--- src/rtl/delay_sched_pkg.sv ---
// Shared types and defaults for the delay scheduler: FSM state encoding, default widths,
// and the effective-length rule (a requested length of 0 selects the default delay).
package delay_sched_pkg;

  typedef enum logic [1:0] {
    ST_IDLE,
    ST_COUNT,
    ST_DONE
  } state_e;

  localparam int unsigned DefCntW         = 9;
  localparam int unsigned DefDefaultDelay = 500;

  function automatic logic [31:0] eff_len(input logic [31:0] len, input logic [31:0] dflt);
    return (len == '0) ? dflt : len;
  endfunction

endpackage

--- src/rtl/rr_arbiter.sv ---
// Combinational round-robin arbiter: grants the first set request at or after ptr_i,
// wrapping modulo N_REQ. Returns both the one-hot grant and its binary index.
module rr_arbiter #(
  parameter int unsigned N_REQ = 4
) (
  input  logic [N_REQ-1:0]         req_i,
  input  logic [$clog2(N_REQ)-1:0] ptr_i,
  output logic [N_REQ-1:0]         gnt_o,
  output logic [$clog2(N_REQ)-1:0] gnt_idx_o
);

  localparam int unsigned IdxW = $clog2(N_REQ);

  logic        found;
  int unsigned j;

  always_comb begin
    gnt_o     = '0;
    gnt_idx_o = '0;
    found     = 1'b0;
    j         = 0;
    for (int unsigned i = 0; i < N_REQ; i++) begin
      j = (32'(ptr_i) + i) % N_REQ;
      if (!found && req_i[j]) begin
        found     = 1'b1;
        gnt_o[j]  = 1'b1;
        gnt_idx_o = IdxW'(j);
      end
    end
  end

endmodule

--- src/rtl/delay_scheduler.sv ---
// One down-counting delay timer shared round-robin among N_REQ requesters.
// Optional abort input enabled by defining DELAY_SCHED_CANCEL_EN.
module delay_scheduler
  import delay_sched_pkg::*;
#(
  parameter int unsigned N_REQ         = 4,
  parameter int unsigned CNT_W         = DefCntW,
  parameter int unsigned DEFAULT_DELAY = DefDefaultDelay
) (
  input  logic                   clk_i,
  input  logic                   rst_ni,
  input  logic [N_REQ-1:0]       req_i,
  input  logic [N_REQ*CNT_W-1:0] delay_len_i,
`ifdef DELAY_SCHED_CANCEL_EN
  input  logic                   cancel_i,
`endif
  output logic [N_REQ-1:0]       grant_o,
  output logic [N_REQ-1:0]       done_o,
  output logic                   busy_o
);

  localparam int unsigned IdxW = $clog2(N_REQ);

  state_e            state_q, state_d;
  logic [CNT_W-1:0]  cnt_q, cnt_d;
  logic [IdxW-1:0]   ptr_q, ptr_d;
  logic [IdxW-1:0]   idx_q, idx_d;
  logic [N_REQ-1:0]  grant_q, grant_d;
  logic [N_REQ-1:0]  done_q, done_d;

  logic [N_REQ-1:0]  arb_gnt;
  logic [IdxW-1:0]   arb_idx;
  logic [CNT_W-1:0]  sel_len;
  logic [IdxW-1:0]   ptr_next;

  rr_arbiter #(
    .N_REQ(N_REQ)
  ) u_arb (
    .req_i    (req_i),
    .ptr_i    (ptr_q),
    .gnt_o    (arb_gnt),
    .gnt_idx_o(arb_idx)
  );

  assign sel_len  = delay_len_i[int'(arb_idx) * CNT_W +: CNT_W];
  // Owner goes to the back of the queue once its service ends.
  assign ptr_next = (idx_q == IdxW'(N_REQ - 1)) ? '0 : idx_q + 1'b1;

  always_comb begin
    state_d = state_q;
    cnt_d   = cnt_q;
    ptr_d   = ptr_q;
    idx_d   = idx_q;
    grant_d = grant_q;
    done_d  = '0;
    unique case (state_q)
      ST_IDLE: begin
        if (|req_i) begin
          grant_d = arb_gnt;
          idx_d   = arb_idx;
          cnt_d   = CNT_W'(eff_len(32'(sel_len), 32'(DEFAULT_DELAY)));
          state_d = ST_COUNT;
        end
      end
      ST_COUNT: begin
        cnt_d = cnt_q - CNT_W'(1);
        if (cnt_q == CNT_W'(1)) begin
          state_d = ST_DONE;
          done_d  = grant_q;
        end
`ifdef DELAY_SCHED_CANCEL_EN
        if (cancel_i) begin
          state_d = ST_IDLE;
          cnt_d   = '0;
          grant_d = '0;
          done_d  = '0;
          ptr_d   = ptr_next;
        end
`endif
      end
      ST_DONE: begin
        state_d = ST_IDLE;
        grant_d = '0;
        ptr_d   = ptr_next;
      end
      default: state_d = ST_IDLE;
    endcase
  end

  always_ff @(posedge clk_i or negedge rst_ni) begin
    if (!rst_ni) begin
      state_q <= ST_IDLE;
      cnt_q   <= '0;
      ptr_q   <= '0;
      idx_q   <= '0;
      grant_q <= '0;
      done_q  <= '0;
    end else begin
      state_q <= state_d;
      cnt_q   <= cnt_d;
      ptr_q   <= ptr_d;
      idx_q   <= idx_d;
      grant_q <= grant_d;
      done_q  <= done_d;
    end
  end

  assign grant_o = grant_q;
  assign done_o  = done_q;
  assign busy_o  = (state_q != ST_IDLE);

endmodule

--- config.mk ---
export PLATFORM = sky130hd
export DESIGN_NAME = delay_scheduler
export DESIGN_NICKNAME = d
export VERILOG_FILES = /design/src/rtl/delay_sched_pkg.sv /design/src/rtl/rr_arbiter.sv /design/src/rtl/delay_scheduler.sv
export SDC_FILE = /design/constraint.sdc
export NUM_CORES = 1
export LEC_CHECK = 0
export CAP_MARGIN = 30
export CELL_PAD_IN_SITES_DETAIL_PLACEMENT = 1
export CELL_PAD_IN_SITES_GLOBAL_PLACEMENT = 2
export CORE_ASPECT_RATIO = 1.4
export CORE_MARGIN = 4
export CORE_UTILIZATION = 33
export CTS_BUF_LIST = sky130_fd_sc_hd__clkbuf_4
export DETAILED_ROUTE_END_ITERATION = 8
export PLACE_DENSITY = 0.95
export SLEW_MARGIN = 20
export SYNTH_ARGS = -nofsm -noshare
export SYNTH_HDL_FRONTEND = slang
export SYNTH_HIERARCHICAL = 1
export SYNTH_SLANG_ARGS = --single-unit
--- constraint.sdc ---
create_clock -name clk_i -period 7.51 [get_ports clk_i]
set_input_delay 1.502 -clock clk_i [delete_from_list [all_inputs] [get_ports clk_i]]
set_output_delay 1.502 -clock clk_i [all_outputs]
set_load 0.1 [all_outputs]
==> results by group, run 1 <==
Yosys
  • Fraction of registers with async set/reset: 100%
  • Netlist Area Pre-Place: 1800 sq um
  • Largest cells by area after synthesis: dfrtp_1 (32%), mux4_2 (15%), ha_1 (5.6%)
  • Synthesized area per cell: 10.5 sq um
  • Seq/Total Area, Yosys: 32.0%
  • Netlist cell types: 49
  • Synth warn: 6
  • Syn Nets: 222
  • Synth top area share: 32.0%
  • Post-synth EDFFs: 0
  • Synthesized instance count: 172
  • Main flop type after synthesis: dfrtp_1
  • Post-synth top area cell: dfrtp_1
  • #FFs+latches synth: 23

Layout
  • Synth-to-Final Area Change: 33.7%
  • # diodes: 0
  • Filler cell count: 603
  • Area of the multi-input gates: 1150 sq um
  • Nets: 273
  • Share of cells above drive strength 1: 15.3%
  • FF/Latch Area: 576 sq um

STA
  • Min cycle time layout: 4.49 ns
  • Max_slew headroom: 34.6%
  • RSZ-0062 raised after global routing: false
  • Final Max Tran Viols: 0
  • TNS Setup: 0 ns
  • # setup viols final: 0
  • Worst-Margin Slew: 0.977 ns
  • Final Hold Fails: 0
  • Tcrit/Tclk final: 59.8%
  • Fin Clk Skew: 0.0160 ns
  • Fmax: 222 MHz

Routing
  • TritonRoute pass-1 iters: 4
  • Via count: 1572
  • Routed wire length: 4970 um
  • Routed Antenna Nets: 0
  • Per-cell routed wire length: 17.2 um
  • 1st-iter DRT viols: 46
  • Vias per cell: 5.46
  • DRC violations left: 0

Floorplanning
  • Floorplan row count: 31
  • Core area: 5240 sq um
  • Starting Density: 34.3%
  • Chip Height: 95.3 um
  • Top Ports: 51
  • Die Wd: 70.4 um
  • Die area: 6710 sq um

Clocking
  • Root Buffer: clkbuf_4
  • Longest Clk Path Bufs: 2
  • Worst skew pair latency: 0.33 ns
  • CTS Buf Count: 3
  • Reg clk slew, reported paths: 0.14 ns
  • CTS tree: built
  • Hold buffer count at cts: 0
  • Post-CTS Resized: 0
  • Setup Buffers After CTS: 0
  • H-Tree Depth: 1
  • CTS sink cnt: 23

Global route
  • Gr ovfl total: 0
  • Initial antenna violation count: 0
  • Number of global-route vias before repair: 1700
  • Pin count of the biggest net entering global routing: 21
  • First-pass GRT wire length: 8340 um
  • Tot GR Track Use: 15.6%

Placement
  • Final GP Congestion: 0.840
  • Dpl hpwl: 4160 um
  • Input/output buffers: 50

Worst setup path
  • CP endpoint kind: flip-flop
  • CP startpoint kind: input port
  • FF-to-FF Start: ptr_q[0]$_DFFE_PN0P_
  • WS Path Type: input port to flip-flop
  • Crit Path Max Fanout: 12
  • WP data required: 7.77 ns
  • Crit path from: req_i[3]
  • CP arrival: 4.75 ns

Worst hold path
  • Min-delay src: idx_q[0]$_DFFE_PN0P_
  • Worst min-delay path class: flip-flop to flip-flop

Power and ir drop
  • Maximum VDD drop: 0.0881 mV
  • LEAKAGE: 0.928 nW
  • Power Total: 0.700 mW
  • Power Density: 291 nW/um^2

Run
  • Maxcap violations: 0

Status
  • Status: finished clean
## cells in the mapped netlist (all sizes together) (2+ instances only)
master	n
a21oi	4
a221o	2
a221oi	5
a22oi	2
and2	4
buf	4
clkbuf	5
dfrtp	23
ha	8
inv	7
mux2	4
mux2i	2
mux4	13
nand2	19
nand2b	3
nand3	8
nor2	9
nor2b	6
nor3	6
nor4	5
o211ai	2
o21ai	8
o2bb2ai	5
o31ai	2
or3	2
## cells in the final DEF, fill, tap and decap left out, types with 5 or more instances in the layout
master and instances:
clkdlybuf4s50_1 50, dfrtp_1 23, nand2_1 19, mux4_2 12, nor2_1 9, nand3_1 8, ha_1 8, inv_1 7
o21ai_0 7, nor2b_1 5, o2bb2ai_1 5
## critical path: stages
cell and delay [ns]:
clkdlybuf4s50_1 0.53, mux4_2 0.66, o31ai_2 0.53, buf_4 0.27
mux4_2 0.56, nor4_4 0.36, nand4b_2 0.20, nand3_1 0.12
## per-layer routing
layer	GRT usage [%]	share of wire [%]	wire length [um]	vias to the layer above
li1	-	-	-	758
met1	18.7	41	2060	774
met2	29.0	54	2660	35
met3	1.27	3.4	169	5
met4	5.75	1.7	82	0
met5	0	0	0	-
## metrics by stage
step / instances / instance area, sq um / hold slack (ns) / utilization, % / worst slack [ns]
5_1_grt: 288 / 2400 / 0.548 / 45.9 / 2.76
6_report: 288 / 2400 / 0.497 / 45.9 / 3.02
3_5_place_dp: 282 / 2360 / 0.513 / 45.1 / 2.50
3_3_place_gp: 280 / 2340 / 0.487 / 44.7 / 2.47
2_1_floorplan: 172 / 1800 / 0.458 / - / 3.63
4_1_cts: 286 / 2390 / 0.504 / 45.7 / 2.83
## cells by family after synthesis
logic type | count (synthesis) | share of synthesized area (%)
XOR/XNOR | 1 | 0.487
AND/OR/NAND/NOR | 68 | 22.1
AO/OA/AOI/OAI | 37 | 15.4
multiplexers | 19 | 20.1
flip-flops | 23 | 32.0
adder cells (fa/ha/maj) | 8 | 5.57
buffers and inverters | 16 | 4.31
## final cells by class
type	count	share of cell area, %
repair buffers	55	22.4
well taps	66	3.44
clock buffers	3	0.937
multi-input cells	133	47.8
flip-flops and latches	23	23.9
inverters	7	1.09
clock inverters	1	0.312
## path summary, 6_finish.rpt
check                      slack (ns)                      to  cells after the start
setup reg to reg                 3.57    cnt_q[7]$_DFFE_PN0P_                     11
max in group asynchronous        5.61    cnt_q[0]$_DFFE_PN0P_                      2
min in group asynchronous        1.43  grant_o[1]$_DFFE_PN0P_                      1
setup / recovery                 3.02    cnt_q[7]$_DFFE_PN0P_                      8
hold / removal                   0.50    ptr_q[0]$_DFFE_PN0P_                      1
hold reg to reg                  0.50    ptr_q[0]$_DFFE_PN0P_                      1
## report_power, final
group          internal, mW  leakage (nW)  switching, mW
logic                 0.175         0.623          0.256
registers             0.168         0.291         0.0422
clock network        0.0204        0.0139         0.0393
## sequential cells by signal, summed over array words and instances (netlist names)
name / flops
idx_q: 2
done_o: 4
cnt_q: 9
ptr_q: 2
state_q: 2
grant_o: 4
No activity file was read; power rests on OpenSTA's default activity.
==> run 2, diff against run 1 <==
--- a/config.mk
+++ b/config.mk
@@ -10,10 +10,10 @@
 export CELL_PAD_IN_SITES_GLOBAL_PLACEMENT = 2
 export CORE_ASPECT_RATIO = 1.4
 export CORE_MARGIN = 4
-export CORE_UTILIZATION = 33
+export CORE_UTILIZATION = 30
 export CTS_BUF_LIST = sky130_fd_sc_hd__clkbuf_4
 export DETAILED_ROUTE_END_ITERATION = 8
-export PLACE_DENSITY = 0.95
+export PLACE_DENSITY = 0.91
 export SLEW_MARGIN = 20
 export SYNTH_ARGS = -nofsm -noshare
 export SYNTH_HDL_FRONTEND = slang
==> constraint.sdc (replaced) <==
create_clock -name clk_i -period 4.63 [get_ports clk_i]
set_input_delay 0.926 -clock clk_i [delete_from_list [all_inputs] [get_ports clk_i]]
set_output_delay 0.926 -clock clk_i [all_outputs]
set_load 0.1 [all_outputs]
==> run 2 against run 1 <==
- setup slack worse by 2.4 ns
- total power grew 62%
- wire length down 5.5%
- flip-flop and latch count did not move
- largest cell class unchanged
- sequential share of layout area shrank 0.16 points
- global-route usage down 1.9 points
- register-to-register slack worse by 2.6 ns
- first-iteration DRC count decreased by 15%
- hold slack better by 0.020 ns
- non-clock buffer count up 1
- design area is 0.68% higher
- critical endpoint unchanged
- via count fell by 1.1%
==> results by group, run 2 (synthesis gave the netlist of run 1 again) <==
Routing
  • 1st-iter DRT viols: 39 (-15%)
  • Vias per cell: 5.30 (-2.8%)
  • TritonRoute pass-1 iters: 4 (unchanged)
  • Per-cell routed wire length: 16.0 um (-7.1%)
  • DRC violations left: 0 (unchanged)
  • Routed Antenna Nets: 0 (unchanged)
  • Via count: 1554 (-1.1%)
  • Routed wire length: 4690 um (-5.5%)

Clocking
  • Worst skew pair latency: 0.32 ns (about the same)
  • H-Tree Depth: 1 (unchanged)
  • Root Buffer: clkbuf_4
  • CTS Buf Count: 3 (unchanged)
  • Reg clk slew, reported paths: 0.12 ns (-0.02 ns)
  • Post-CTS Resized: 0 (unchanged)
  • Hold buffer count at cts: 0 (unchanged)
  • CTS tree: built
  • CTS sink cnt: 23 (unchanged)
  • Setup Buffers After CTS: 0 (unchanged)
  • Longest Clk Path Bufs: 2 (unchanged)

STA
  • Final hold slack: 0.516 ns (+0.0196 ns)
  • Fin Clk Skew: 0.00305 ns (-0.0130 ns)
  • TNS Setup: 0 ns (unchanged)
  • Fmax: 252 MHz
  • Max_slew headroom: 35.0% (+0.40 points)
  • RSZ-0062 raised after global routing: false
  • Worst-Margin Slew: 0.971 ns (-0.00593 ns)
  • Final Hold Fails: 0 (unchanged)
  • Min cycle time layout: 3.97 ns
  • # setup viols final: 0 (unchanged)
  • Final Max Tran Viols: 0 (unchanged)
  • Tcrit/Tclk final: 85.6%

Floorplanning
  • Starting Density: 30.9% (-3.5 points)
  • Core area: 5820 sq um (+11%)
  • Floorplan row count: 33 (+6.5%)
  • Chip Height: 99.6 um (+4.5%)
  • Top Ports: 51 (unchanged)
  • Die Wd: 73.4 um (+4.3%)
  • Die area: 7310 sq um (+9.0%)

Worst setup path
  • WP data required: 4.90 ns (-2.87 ns)
  • Register-to-Register Path Depth: 11 (unchanged)
  • Worst path max stage delay: 0.71 ns (+0.05 ns)
  • CP startpoint kind: input port
  • Sum of buffers and inverters on the critical path: 1 (-1)
  • CP arrival: 4.23 ns (-0.52 ns)
  • Reg-to-reg critical path endpoint: cnt_q[7]$_DFFE_PN0P_
  • Crit Path Max Fanout: 10 (-2)
  • Worst path cell trace: clkdlybuf4s50_1 > mux4_2 > nor2b_4 > a221oi_2 > o2bb2ai_1 > mux4_2 > nor4_4 > nand4b_2 > nand3_1
  • Worst path top cell family by delay: multiplexers
  • Worst Setup EP: cnt_q[7]$_DFFE_PN0P_
  • Crit path from: req_i[3]
  • CP endpoint kind: flip-flop
  • FF-to-FF Start: ptr_q[1]$_DFFE_PN0P_
  • WS Path Type: input port to flip-flop
  • CP max-delay cell: o2bb2ai_1
  • Crit-path most repeated cell: mux4_2
  • Levels on crit path: 9 (+1)
  • Setup slack, reg-to-reg: 0.93 ns (-2.64 ns)

Placement
  • Dpl hpwl: 3940 um (-5.5%)
  • Input/output buffers: 50 (unchanged)
  • Final GP Congestion: 0.742 (-12%)

Layout
  • Nets: 274 (+0.37%)
  • Commonest non-fill, non-tap cells in the layout: clkdlybuf4s50_1 (50), dfrtp_1 (23), nand2_1 (19), mux4_2 (12), nor2_1 (9)
  • Commonest non-fill, non-tap cell in the layout: clkdlybuf4s50_1
  • Max FFs per register: 9 (unchanged)
  • Filler cell count: 660 (+9.5%)
  • Reg with most FFs: cnt_q
  • # diodes: 0 (unchanged)
  • Synth-to-Final Area Change: 34.6%
  • Share of cells above drive strength 1: 15.7% (+0.38 points)

Worst hold path
  • Worst min-delay path class: flip-flop to flip-flop

Global route
  • First-pass GRT wire length: 7910 um (-5.1%)
  • Initial antenna violation count: 0 (unchanged)
  • Gr ovfl total: 0 (unchanged)
  • Tot GR Track Use: 13.8% (-1.9 points)
  • Pin count of the biggest net entering global routing: 17 (-19%)
  • Number of global-route vias before repair: 1650 (-2.9%)

Run
  • Maxcap violations: 0 (unchanged)

Power and ir drop
  • LEAKAGE: 0.940 nW (+1.3%)
  • Maximum VDD drop: 0.210 mV (+140%)
  • Power Density: 468 nW/um^2 (+61%)

Status
  • Status: finished clean
## run 2: cell count changes in the layout (fill, tap and decap cells not counted), sizes merged
cell	before	now
buf	3	6
clkbuf	5	3
clkinv	0	1
clkinvlp	1	0
## run 2: layout make-up
cell class,count,area (sq um),share of cell area (%)
clock inverter,1,5.00,0.207
clock buffer,3,22.5,0.931
multi-input combinational,133,1150,47.5
timing repair buffer,56,553,22.9
tap,70,87.6,3.62
inverter,7,26.3,1.09
sequential,23,576,23.8
## run 2: metrics by stage
step	utilization [%]	setup slack, ns	cells	power, mW	area, sq um
finish	41.6	0.665	293	1.13	2420
global route	41.6	0.437	293	1.23	2420
CTS	41.6	0.619	293	1.15	2420
detailed placement	41.1	0.273	289	1.05	2390
global placement	40.8	0.384	288	1.03	2380
floorplan	-	1.33	172	0.861	1800
## run 2: routing by layer
metal  vias to the layer above  wire, um  track usage (%)
li1                        758         -                -
met1                       750      1780             16.4
met2                        42      2630             25.2
met3                         4       212             1.01
met4                         0        70             5.02
met5                         -         0                0
## run 2: how the worst min path moves through the flow
stage                         start              endpoint  depth (start not counted)
5_1_grt        idx_q[0]$_DFFE_PN0P_  ptr_q[0]$_DFFE_PN0P_                          1
2_1_floorplan  idx_q[0]$_DFFE_PN0P_  ptr_q[0]$_DFFE_PN0P_                          1
3_5_place_dp   idx_q[0]$_DFFE_PN0P_  ptr_q[0]$_DFFE_PN0P_                          1
3_3_place_gp   idx_q[0]$_DFFE_PN0P_  ptr_q[0]$_DFFE_PN0P_                          1
6_report       idx_q[0]$_DFFE_PN0P_  ptr_q[0]$_DFFE_PN0P_                          1
4_1_cts        idx_q[0]$_DFFE_PN0P_  ptr_q[0]$_DFFE_PN0P_                          1
## run 2: report_power, final
part	internal (mW)	switching (mW)
Clock	0.0324	0.0617
Combinational	0.283	0.418
Sequential	0.272	0.0641
Total	0.588	0.544
